==> src/rtl/sub_serial.sv <==
// rtl/sub_serial.sv - multi-cycle borrow-ripple subtractor (a - b - bin)
//
// Purpose:
//   Computes (a - b - bin) mod 2^WIDTH one BITS_PER_CYCLE-wide chunk per clock,
//   LSB first, carrying the borrow between chunks in a register. This uses a
//   short ripple slice in place of a full-width ripple chain, so each result
//   takes N = WIDTH / BITS_PER_CYCLE compute cycles.
//   Optional feature macro: SUB_SIGNED_OVF_EN adds the signed-overflow output ovf.
//
// Ports:
//   clk     in   rising-edge clock
//   rst_n   in   synchronous active-low reset
//   start   in   operation request, accepted only in IDLE or DONE
//   a, b    in   minuend / subtrahend, captured on acceptance
//   bin     in   borrow-in, captured on acceptance
//   busy    out  high while chunks are being computed
//   done    out  one-cycle pulse, results were just updated
//   diff    out  registered result, held between operations
//   bout    out  registered borrow-out (a < b + bin, unsigned)
//   zero    out  registered diff == 0
//   ovf     out  registered signed overflow (SUB_SIGNED_OVF_EN only)
module sub_serial #(
  parameter int WIDTH          = 8,
  parameter int BITS_PER_CYCLE = 1
) (
  input  logic             clk,
  input  logic             rst_n,
  input  logic             start,
  input  logic [WIDTH-1:0] a,
  input  logic [WIDTH-1:0] b,
  input  logic             bin,
  output logic             busy,
  output logic             done,
  output logic [WIDTH-1:0] diff,
  output logic             bout,
  output logic             zero
`ifdef SUB_SIGNED_OVF_EN
  ,
  output logic             ovf
`endif
);

  localparam int N  = WIDTH / BITS_PER_CYCLE;
  localparam int CW = (N > 1) ? $clog2(N) : 1;
  localparam logic [CW-1:0] LAST_CHUNK = CW'(N - 1);

  generate
    if (WIDTH < 2 || BITS_PER_CYCLE < 1 || (WIDTH % BITS_PER_CYCLE) != 0) begin : g_bad_params
      $error("sub_serial: WIDTH must be >= 2 and a multiple of BITS_PER_CYCLE");
    end
  endgenerate

  typedef enum logic [1:0] {
    S_IDLE = 2'd0,
    S_RUN  = 2'd1,
    S_DONE = 2'd2
  } state_t;

  state_t r_state;
  state_t w_state_nxt;

  // Operand registers shift right each RUN cycle so the active chunk is always
  // at the bottom; the result register fills from the top and is complete
  // after N shifts.
  logic [WIDTH-1:0]        r_a;
  logic [WIDTH-1:0]        r_b;
  logic [WIDTH-1:0]        r_res;
  logic                    r_br;
  logic [CW-1:0]           r_cnt;

  logic [WIDTH-1:0]        r_diff;
  logic                    r_bout;
  logic                    r_zero;
`ifdef SUB_SIGNED_OVF_EN
  logic                    r_ovf;
`endif

  logic                    w_accept;
  logic                    w_last;
  logic [BITS_PER_CYCLE-1:0] w_x;
  logic [BITS_PER_CYCLE-1:0] w_y;
  logic [BITS_PER_CYCLE-1:0] w_d;
  logic [BITS_PER_CYCLE:0]   w_br;
  logic [WIDTH-1:0]        w_res_nxt;

  assign w_accept = start && ((r_state == S_IDLE) || (r_state == S_DONE));
  assign w_last   = (r_state == S_RUN) && (r_cnt == LAST_CHUNK);

  // Borrow-ripple slice: one full subtractor per bit of the chunk.
  always_comb begin
    w_x     = r_a[BITS_PER_CYCLE-1:0];
    w_y     = r_b[BITS_PER_CYCLE-1:0];
    w_d     = '0;
    w_br    = '0;
    w_br[0] = r_br;
    for (int i = 0; i < BITS_PER_CYCLE; i++) begin
      w_d[i]    = w_x[i] ^ w_y[i] ^ w_br[i];
      w_br[i+1] = (~w_x[i] & w_y[i]) | (~(w_x[i] ^ w_y[i]) & w_br[i]);
    end
  end

  // New chunk enters at the top; earlier chunks move down toward bit 0.
  assign w_res_nxt = (r_res >> BITS_PER_CYCLE) | (WIDTH'(w_d) << (WIDTH - BITS_PER_CYCLE));

  // State register
  always_ff @(posedge clk) begin
    if (!rst_n) begin
      r_state <= S_IDLE;
    end else begin
      r_state <= w_state_nxt;
    end
  end

  // Next-state and state-decoded outputs
  always_comb begin
    w_state_nxt = r_state;
    busy        = 1'b0;
    done        = 1'b0;
    case (r_state)
      S_IDLE: begin
        if (start) begin
          w_state_nxt = S_RUN;
        end
      end
      S_RUN: begin
        busy = 1'b1;
        if (w_last) begin
          w_state_nxt = S_DONE;
        end
      end
      S_DONE: begin
        done        = 1'b1;
        w_state_nxt = start ? S_RUN : S_IDLE;
      end
      default: begin
        w_state_nxt = S_IDLE;
      end
    endcase
  end

  // Datapath and result registers
  always_ff @(posedge clk) begin
    if (!rst_n) begin
      r_a    <= '0;
      r_b    <= '0;
      r_res  <= '0;
      r_br   <= 1'b0;
      r_cnt  <= '0;
      r_diff <= '0;
      r_bout <= 1'b0;
      r_zero <= 1'b0;
`ifdef SUB_SIGNED_OVF_EN
      r_ovf  <= 1'b0;
`endif
    end else if (w_accept) begin
      r_a   <= a;
      r_b   <= b;
      r_br  <= bin;
      r_cnt <= '0;
    end else if (r_state == S_RUN) begin
      r_a   <= r_a >> BITS_PER_CYCLE;
      r_b   <= r_b >> BITS_PER_CYCLE;
      r_br  <= w_br[BITS_PER_CYCLE];
      r_res <= w_res_nxt;
      r_cnt <= r_cnt + 1'b1;
      if (w_last) begin
        r_diff <= w_res_nxt;
        r_bout <= w_br[BITS_PER_CYCLE];
        r_zero <= (w_res_nxt == '0);
`ifdef SUB_SIGNED_OVF_EN
        // Borrow into the MSB differs from borrow out of it exactly when
        // the signed result leaves the representable range.
        r_ovf  <= w_br[BITS_PER_CYCLE-1] ^ w_br[BITS_PER_CYCLE];
`endif
      end
    end
  end

  assign diff = r_diff;
  assign bout = r_bout;
  assign zero = r_zero;
`ifdef SUB_SIGNED_OVF_EN
  assign ovf  = r_ovf;
`endif

endmodule

==> config.mk <==
export PLATFORM = sky130hd
export DESIGN_NAME = sub_serial
export DESIGN_NICKNAME = d
export VERILOG_FILES = /design/src/rtl/sub_serial.sv
export SDC_FILE = /design/constraint.sdc
export NUM_CORES = 1
export LEC_CHECK = 0
export ABC_AREA = 0
export CORE_MARGIN = 3
export CORE_UTILIZATION = 30
export CTS_BUF_LIST = sky130_fd_sc_hd__clkbuf_4 sky130_fd_sc_hd__clkbuf_8 sky130_fd_sc_hd__clkbuf_16
export DETAILED_ROUTE_END_ITERATION = 12
export PLACE_DENSITY_LB_ADDON = 0.15
export REMOVE_ABC_BUFFERS = 1
export SLEW_MARGIN = 20
export SYNTH_ARGS = -nofsm -noshare
export SYNTH_HDL_FRONTEND = slang
export SYNTH_SLANG_ARGS = --single-unit
==> constraint.sdc <==
create_clock -name clk -period 1.8 [get_ports clk]
set_input_delay 0.36 -clock clk [delete_from_list [all_inputs] [get_ports clk]]
set_output_delay 0.36 -clock clk [all_outputs]
set_load 0.01 [all_outputs]
---- Word-level counts from Yosys, hierarchy flattened ----
Cells that the tools add are included.
storage, ports and cells
  bits in registers ....................... 40
  logic and storage cells ................. 47
  input port bits ......................... 20
  output and inout port bits .............. 12
operators by class
  equal/unequal tests ..................... 5
  add/subtract/negate cells ............... 1
  bitwise operators ....................... 10
  reduce and logical (&&, ||, !) cells .... 10
  multiplexer cells ....................... 12
operators with widths
  kind                   number
  $mux W8                4
  $logic_not A8 Y1       1
  $or A7 B8 Y8           1
  $pmux W2 S3            1
  $mux W1                5
  $mux W2                2
  $ne A2 B2 Y1 const B   2
  $not A1 Y1             4
  $reduce_and A2 Y1      2
  $add A3 B1 Y3 const B  1
  $eq A3 B3 Y1 const B   1
  $reduce_and A3 Y1      1
  $and A1 B1 Y1          2
  $eq A2 B1 Y1 const B   1
  $eq A2 B2 Y1 const B   1
  $logic_and A1 B1 Y1    2
  $logic_not A2 Y1       1
  $reduce_bool A2 Y1     1
  $reduce_or A2 Y1       1
  $xor A1 B1 Y1          2
  $logic_or A1 B1 Y1     1
  $or A1 B1 Y1           1

---- Logic depth before layout (Yosys ltp) ----
Gate-level depths: netlist of run 1.
  depth in word-level cells ............... 6
  depth in mapped cells ................... 6
  depth with buffers taken out ............ 5

---- Worst setup path before layout of run 1 ----
OpenSTA, ideal clock, no wires.
  path type ............................... register to register
  start point ............................. reg r_cnt[0]
  end point ............................... reg r_bout, in the netlist bout
  buffers on the path ..................... 1
  library setup time ...................... 0.116 ns
  stages on the path, launching flop included .. 6
  setup slack ............................. 0.483 ns
  arrival time ............................ 1.200 ns
  path through ............................ dfxtp_1 -> ha_1 -> ha_1 -> and3b_1 -> buf_4 -> o211a_1
between the ends
  longest elaborated chain between the ends .. 3
ends and longest elaborated chain
  element                             RTL line  source
  start, declared                     69        logic [CW-1:0] r_cnt;
  start signal, assigned              165       r_cnt <= r_cnt + 1'b1;
  $eq A3 B3 Y1                        87        assign w_last = (r_state == S_RUN) && (r_cnt == LAST_CHUNK);
  $logic_and A1 B1 Y1                 87
  $reduce_and A3 Y1 (no source line)  -
  end signal, assigned                168       r_bout <= w_br[BITS_PER_CYCLE];
  end, declared                       72        logic r_bout;
Every way passes these cells.
A chain may end at the register's enable or synchronous reset.

---- Worst setup path after layout of run 1 ----
  start point ............................. reg r_state[1]
  end point ............................... out busy
between the ends
  longest elaborated chain between the ends .. 2
ends and longest elaborated chain
  element                 RTL line  source
  start, declared         59        state_t r_state;
  start signal, assigned  110       r_state <= w_state_nxt;
  $eq A2 B1 Y1            119       case (r_state)
  $mux W1                 119
  end, declared           32        output logic busy,
Every way passes these cells.

==> flow_summary.ini, run 1 <==
[run_status]
outcome = finished clean

[sta]
setup_slack_ps = 89.86
fin_crit_ps = 1710
maxSlewViolCount = 0
whs_ps = 454.0
slew_headroom_pct = 71.62
rsz0062_at_grt = false
fin_crit_sh_pct = 95.01
worstMarginPinSlew_ps = 425.7
hold_viol_final = 0
max_freq_ghz = 0.5847
setup_viol = 0
skew_ps = 5.125
timing.setup.tns_ps = 0

[setup_path]
start_kind = register
path_max_fanout = 4
max_stage_delay_ps = 520
slowest_stage = clkdlybuf4s50_1
cp-end-kind = primary output
critical_path_required_ps = 1440
crit_type = register to primary output
crit_chain = nand2b_4 > inv_8 > clkdlybuf4s50_1
cp_num_buf_inv = 2
arrival_ps = 1350
path_delay_family = buffers and inverters

[clocking]
clkTransAtPathRegs_ps = 80
cts_tree = done
cts_setup_buffers = 0
clockBufferDepth = 2
clk_latency_ps = 290
cts_htree_levels = 2
cts.sinks = 39
cts_root_buf = clkbuf_8
numCtsBuffers = 5

[pwr]
ir_drop_uv = 475.1
p_per_area_nw_per_um2 = 904.1
power_mw = 1.900
leakage_nw = 0.7487

[route]
viasPerCell = 4.580
drc_errors = 0
drt-initial-drc-count = 62
drt-pass1-iter-count = 2
postRouteAntennaNets = 0
wl_per_cell_um = 11.79
totalWireLength_um = 3371
vias = 1310

[floorplan]
die_h_um = 79.49
io_pins = 32
start_util_pct = 31.33
die-area_um2 = 6319
fp.dieW_um = 79.49
core_area_um2 = 5172
num_rows = 26

[yosys]
synth_edf_count = 0
postSynthCellCount = 187
yosysTopAreaCell = dfxtp_1
synth_ff_type = dfxtp_1
syn_area_per_cell_um2 = 8.665
ys_ff_latch = 39
synth_top_cell_area_share_pct = 48.19
ys_top_cells_by_area = dfxtp_1 48%, nand2_1 12%, a21boi_0 6.0%
syn_area_um2 = 1620
synthArstFlopShare_pct = 0
ys_seq_area_share_pct = 48.19
synth.distinct_cells = 31
yosys_warnings = 0

[grt]
grt_pass1_wl_um = 5733
global_route.overflow_total = 0
grt.total_usage_pct = 11.55
antenna_found_initial = 0
grt_pass1_vias = 1262
grt_max_degree = 39

[placement]
place.gp.congestion = 0.7018
hpwl_um = 2104
portBuffers = 31
post-place-ws_ps = 178.2

[layout]
multi_input_area_um2 = 730.7
fillCellCount = 546
register_area_um2 = 782.0
areaGrowthSynthToFinish_pct = 29.73
fin_util_pct = 40.64
drive_above_1_share_pct = 6.944
n_antenna_cell = 0
num-nets-final = 238

[run]
max_cap_viol_count = 0

[hold_path]
hp-class = register to register
[cell usage after synthesis (2+ instances only)]
cell type and n:
a22oi_1 3, nor4_1 2, inv_1 2, nand3_1 5, and2_1 2, buf_6 3, clkbuf_1 3, nor3_1 6
a21boi_1 6, nand2_1 53, a21boi_0 13, buf_2 3, nand2b_1 2, ha_1 2, o21ai_0 8, dfxtp_1 39
o221ai_1 5, a31oi_1 6, a21oi_1 3, buf_4 5, nor2_1 6
[sequential cells by signal, summed over array words and instances, names as in the netlist]
| register | count |
|---|---|
| r_a | 8 |
| r_cnt | 3 |
| r_res | 7 |
| zero | 1 |
| diff | 8 |
| r_br | 1 |
| bout | 1 |
| r_b | 8 |
| r_state | 2 |
[timing repair]
item / in CTS / in global routing
pin swaps: 0 / 0
hold buffers: 0 / 0
endpoints found under the setup margin: 1 / 1
resized for setup: 1 / 1
[power breakdown]
group / internal, mW / switching [mW] / total [mW]
sequential: 0.903 / 0.0243 / 0.928
clock: 0.449 / 0.304 / 0.753
combinational: 0.109 / 0.111 / 0.220
total: 1.46 / 0.439 / 1.90
[cells by family after synthesis]
group	count (synthesis)	synth area share, %
fa+ha+maj	3	2.780
buf+inv	17	7.181
flops	39	48.19
compound gates	46	19.69
xor+xnor	1	0.5406
simple gates	81	21.62
[stage by stage]
stage	area [µm²]	cells
5_1_grt	2102	286
6_report	2102	286
4_1_cts	2101	286
3_3_place_gp	1976	278
2_1_floorplan	1523	173
3_5_place_dp	1976	278
[cell type report]
cell class / count / area share [%]
Sequential cell: 39 / 37.20
Inverter: 3 / 0.8929
Tap cell: 70 / 4.167
Timing Repair Buffer: 35 / 17.38
Clock inverter: 2 / 1.667
Clock buffer: 6 / 3.929
Multi-Input combinational cell: 131 / 34.76
[layer usage]
layer | global-route usage, % | vias up | wire, µm
met5 | 0 | - | 0
li1 | - | 689 | -
met1 | 14.23 | 587 | 1686
met2 | 18.78 | 29 | 1491
met4 | 5.155 | 0 | 39
met3 | 3.047 | 5 | 153
[worst paths after layout]
check	startpoint	end	slack [ps]	cells after the start
hold reg to reg	zero	zero	450	2
setup / recovery	r_state[1]	busy	90	3
hold / removal	zero	zero	450	2
setup reg to reg	r_cnt[0]	bout	330	5
[tightest hold or removal path: stages, from the launching register on]
cell,delay [ps]
dfxtp_1,310
nand3_1,60
nand2_1,40
[placed cells by master (no fill, tap or decap), types with 5 or more instances in the layout]
cell type / count
a21boi_0: 13
a21boi_1: 6
a31oi_1: 6
clkbuf_8: 6
clkdlybuf4s50_1: 31
dfxtp_1: 38
nand2_1: 53
nand3_1: 5
nor2_1: 6
nor3_1: 6
o21ai_0: 8
o221ai_1: 5
Note: power is estimated with default switching activity, not from simulation.
==> run 2: changes to the inputs <==
Settings changed: CELL_PAD_IN_SITES_DETAIL_PLACEMENT set to 0, CELL_PAD_IN_SITES_GLOBAL_PLACEMENT set to 1.
==> run 2 against run 1 <==
Net effect:
- critical path depth is the same
- largest power group unchanged
- via count increased by 3.1%
- core utilization is 0.36 points higher
- largest cell class unchanged
==> flow_summary.ini, run 2 (same netlist as run 1, synthesis figures left out) <==
[hold_path]
whs_endpoint = r_a[7]
hp-class = register to register
worstHoldStart = r_a[7]
hold_depth = 2

[sta]
timing.setup.tns_ps = 0
fin_crit_sh_pct = 95.32
setup_slack_ps = 84.30
rsz0062_at_grt = false
setup_viol = 0
hold_viol_final = 0
maxSlewViolCount = 0
max_freq_ghz = 0.5829
skew_ps = 5.623
fin_crit_ps = 1716
slew_headroom_pct = 72.83
worstMarginPinSlew_ps = 407.6

[route]
viasPerCell = 4.720
drt-pass1-iter-count = 4
drc_errors = 0
totalWireLength_um = 3464
postRouteAntennaNets = 0
wl_per_cell_um = 12.11
vias = 1350
drt-initial-drc-count = 49

[placement]
hpwl_um = 2327
portBuffers = 31
post-place-ws_ps = 201.4
dp.cells = 278
place.gp.congestion = 0.7143

[layout]
layout_commonest_cell = nand2_1
fillCellCount = 524
stdcell_count = 286
areaGrowthSynthToFinish_pct = 30.89
num-nets-final = 238
register_area_um2 = 782.0
mostFrequentLayoutCells = 53 x nand2_1, 38 x dfxtp_1, 31 x clkdlybuf4s50_1
multi_input_area_um2 = 730.7
n_antenna_cell = 0
drive_above_1_share_pct = 6.944

[floorplan]
start_util_pct = 31.33
fp.dieW_um = 79.49
num_rows = 26
die_h_um = 79.49
die-area_um2 = 6319
io_pins = 32
core_area_um2 = 5172

[run]
max_cap_viol_count = 0

[pwr]
leakage_nw = 0.7519
power_mw = 2.016
ir_drop_uv = 394.4
p_per_area_nw_per_um2 = 950.6

[grt]
grt_pass1_wl_um = 5961
grt_pass1_vias = 1351
grt.total_usage_pct = 11.95
grt_max_degree = 39
global_route.overflow_total = 0
antenna_found_initial = 0

[setup_path]
r2r_slack_ps = 330
critical_path_required_ps = 1440
reg2reg_depth = 5
crit_type = register to primary output
arrival_ps = 1360
rr_startpoint = r_cnt[0]
path_max_fanout = 4
startpoint = r_state[1]
r2r_end = diff[0]
cp-end-kind = primary output
start_kind = register

[clocking]
cts_tree = done
postCtsHoldBufs = 0
cts.sinks = 39
cts_htree_levels = 2
cts_setup_buffers = 0
clockBufferDepth = 2
clkTransAtPathRegs_ps = 70
cts_root_buf = clkbuf_8
numCtsBuffers = 5
clk_latency_ps = 290

[run_status]
outcome = finished clean
[run 2: worst max-delay path by stage]
| stage | to | slack [ps] | depth (start not counted) |
|---|---|---|---|
| global route | busy | 40 | 3 |
| CTS | busy | 8 | 3 |
| global placement | r_a[0] | 230 | 4 |
| detailed placement | r_a[0] | 200 | 4 |
| finish | busy | 80 | 3 |
| floorplan | r_a[0] | 280 | 4 |
[run 2: timing repair]
item | CTS | global route
gates resized for setup | 1 | 1
pin swaps | 0 | 0
setup endpoints to repair | 1 | 1
[run 2: metrics by stage]
stage | hold slack [ps] | util, % | area (µm²)
after floorplan | 431.8 | - | 1523
after detailed placement | 452.6 | 38.20 | 1976
final | 458.2 | 41.00 | 2121
after global routing | 481.0 | 41.00 | 2121
after global placement | 441.8 | 38.20 | 1976
after CTS | 464.8 | 40.98 | 2120
[run 2: layout make-up]
type	count	share of cell area (%)
sequential	39	36.87
clock buffer	5	3.245
tap	70	4.130
timing repair buffer	35	17.23
inverter	3	0.8850
clock inverter	3	3.186
multi-input combinational	131	34.45
[run 2: report_power, final]
group	internal (mW)	total, mW	switching [mW]
clock network	0.553	0.866	0.313
registers	0.903	0.928	0.0244
logic	0.110	0.223	0.113
total	1.57	2.02	0.450
[run 2: metal layers]
metal / GRT usage (%) / vias to the layer above / share of wire (%)
met2: 20.45 / 36 / 50
li1: - / 690 / -
met5: 0 / - / 0
met1: 14.01 / 620 / 45
met4: 4.811 / 0 / 1.2
met3: 3.273 / 4 / 4.6
[run 2: critical path, stage by stage (launching register included)]
cell             delay, ps
dfxtp_1                330
nand2b_4               170
inv_8                   50
clkdlybuf4s50_1        530
==> run 3: changes to the inputs <==
Settings changed: CAP_MARGIN set to 10, CORE_UTILIZATION 30 to 37, SETUP_SLACK_MARGIN set to 0.3.
==> run 3 against run 2 <==
Net effect:
- hold slack worse by 1.7 ps
- sequential share of layout area up 1.1 points
- via count is 1.1% higher
- sequential power barely moved
- core utilization increased by 9.3 points
- non-clock buffer count grew 1
- clock skew decreased by 3.5 ps
- combinational power is 2% lower
- wire length down 1.4%
- worst setup slack improved by 290 ps
- critical path depth is the same
- highest routed layer unchanged
==> flow_summary.ini, run 3 (same netlist as run 1, synthesis figures left out) <==
[route]
drc_errors = 0
drt-initial-drc-count = 52
wl_per_cell_um = 12.75
drt-pass1-iter-count = 6
viasPerCell = 5.093
postRouteAntennaNets = 0
totalWireLength_um = 3417
vias = 1365

[clocking]
cts_htree_levels = 2
numCtsBuffers = 5
clk_latency_ps = 280
cts.sinks = 39
cts_tree = done
cts_root_buf = clkbuf_8
clkTransAtPathRegs_ps = 70
clockBufferDepth = 2

[pwr]
leakage_nw = 0.8077
power.switching_mw = 0.4182
switching_share_pct = 23.32
ir_drop_uv = 466.5
p_per_area_nw_per_um2 = 866.2
pwr-share-seq_pct = 51.7
p_int_mw = 1.375
p_clk_share_pct = 36.1
pwr-share-comb_pct = 12.2

[layout]
multi_input_area_um2 = 740.7
areaGrowthSynthToFinish_pct = 27.80
n_antenna_cell = 0
drive_above_1_share_pct = 8.257
mostFrequentLayoutCells = 53 x nand2_1, 37 x dfxtp_1, 19 x clkdlybuf4s50_1
fillCellCount = 418
stdcell_count = 268
layout_commonest_cell = nand2_1
register_area_um2 = 785.8
fin_util_pct = 50.32
num-nets-final = 240

[sta]
worstMarginPinSlew_ps = 429.0
setup_slack_ps = 373.1
rsz0062_at_grt = true
hold_viol_final = 0
slew_headroom_pct = 71.40
setup_viol = 0
fin_crit_ps = 1427
whs_ps = 456.5
maxSlewViolCount = 0
skew_ps = 2.125
timing.setup.tns_ps = 0
max_freq_ghz = 0.7008
fin_crit_sh_pct = 79.27

[grt]
use_met1_pct = 16.35
grt_pass1_vias = 1296
antenna_found_initial = 0
grt.busiest_layer = met2
grt.total_usage_pct = 14.26
global_route.overflow_total = 0
grt_pass1_wl_um = 5789
met3_usage_pct = 4.155
grt_max_degree = 39
gr-usage-met2_pct = 25.08

[placement]
dp.cells = 258
post-place-ws_ps = 193.1
portBuffers = 31
hpwl_um = 2134
place.gp.congestion = 0.6748

[setup_path]
path_max_fanout = 5
start_kind = register
arrival_ps = 1070
crit_type = register to primary output
cp-end-kind = primary output
critical_path_required_ps = 1440

[floorplan]
start_util_pct = 39.37
core_area_um2 = 4115
die-area_um2 = 5209
num_rows = 23
fp.dieW_um = 72.18
io_pins = 32
die_h_um = 72.18

[run]
max_cap_viol_count = 0

[hold_path]
hp-class = register to register

[run_status]
outcome = finished clean
[run 3: cell count changes in the layout (fill, tap and decap cells not counted), sizes merged]
cell | before | now
clkbuf | 5 | 8
clkdlybuf4s50 | 31 | 19
clkdlybuf4s15 | 0 | 1
and3b | 1 | 2
bufinv | 2 | 0
clkinvlp | 1 | 0
dlygate4sd2 | 0 | 11
buf | 4 | 5
[run 3: stage by stage]
step,power (mW),area [µm²]
floorplan,1.058,1523
global placement,1.162,1951
detailed placement,1.168,1951
CTS,1.821,2048
global route,1.887,2071
finish,1.794,2071
[run 3: path summary, 6_finish.rpt]
| path | depth (start not counted) | slack (ps) | to | startpoint |
|---|---|---|---|---|
| max | 3 | 370 | busy | r_state[1] |
| min | 2 | 460 | diff[1] | diff[1] |
| max reg2reg | 4 | 430 | bout | r_cnt[0] |
| min reg2reg | 2 | 460 | diff[1] | diff[1] |
[run 3: final cells by class]
| cell class | instances | share of cell area [%] |
|---|---|---|
| flip-flops and latches | 39 | 37.95 |
| multi-input cells | 132 | 35.77 |
| well taps | 50 | 3.021 |
| inverters | 3 | 0.9063 |
| repair buffers | 36 | 17.34 |
| clock buffers | 8 | 5.015 |
[run 3: what timing repair did]
action                                  CTS  global route
resized for setup                        14             4
cloned                                    0             1
endpoints found under the setup margin   12            13
hold buffers                              0             0
pin swaps                                 0             2
setup buffers                             0             1
[run 3: layer usage]
metal  vias up  routed length [µm]
met5         -                   0
met2        36                1717
met1       627                1513
li1        697                   -
met3         5                 152
met4         0                  34
[run 3: worst max-delay path, cell delays in order, from the launching register on]
cell and delay [ps]:
dfxtp_4 350, nand2b_4 160, inv_8 50, clkdlybuf4s15_1 220
[run 3: power by group through the flow]
| stage | sequential (mW) | clock, mW | combinational, mW |
|---|---|---|---|
| 2_1_floorplan | 0.941 | 0 | 0.117 |
| 5_1_grt | 0.932 | 0.710 | 0.246 |
| 4_1_cts | 0.928 | 0.671 | 0.223 |
| 3_5_place_dp | 0.947 | 0 | 0.222 |
| 3_3_place_gp | 0.945 | 0 | 0.217 |
| 6_report | 0.927 | 0.647 | 0.219 |
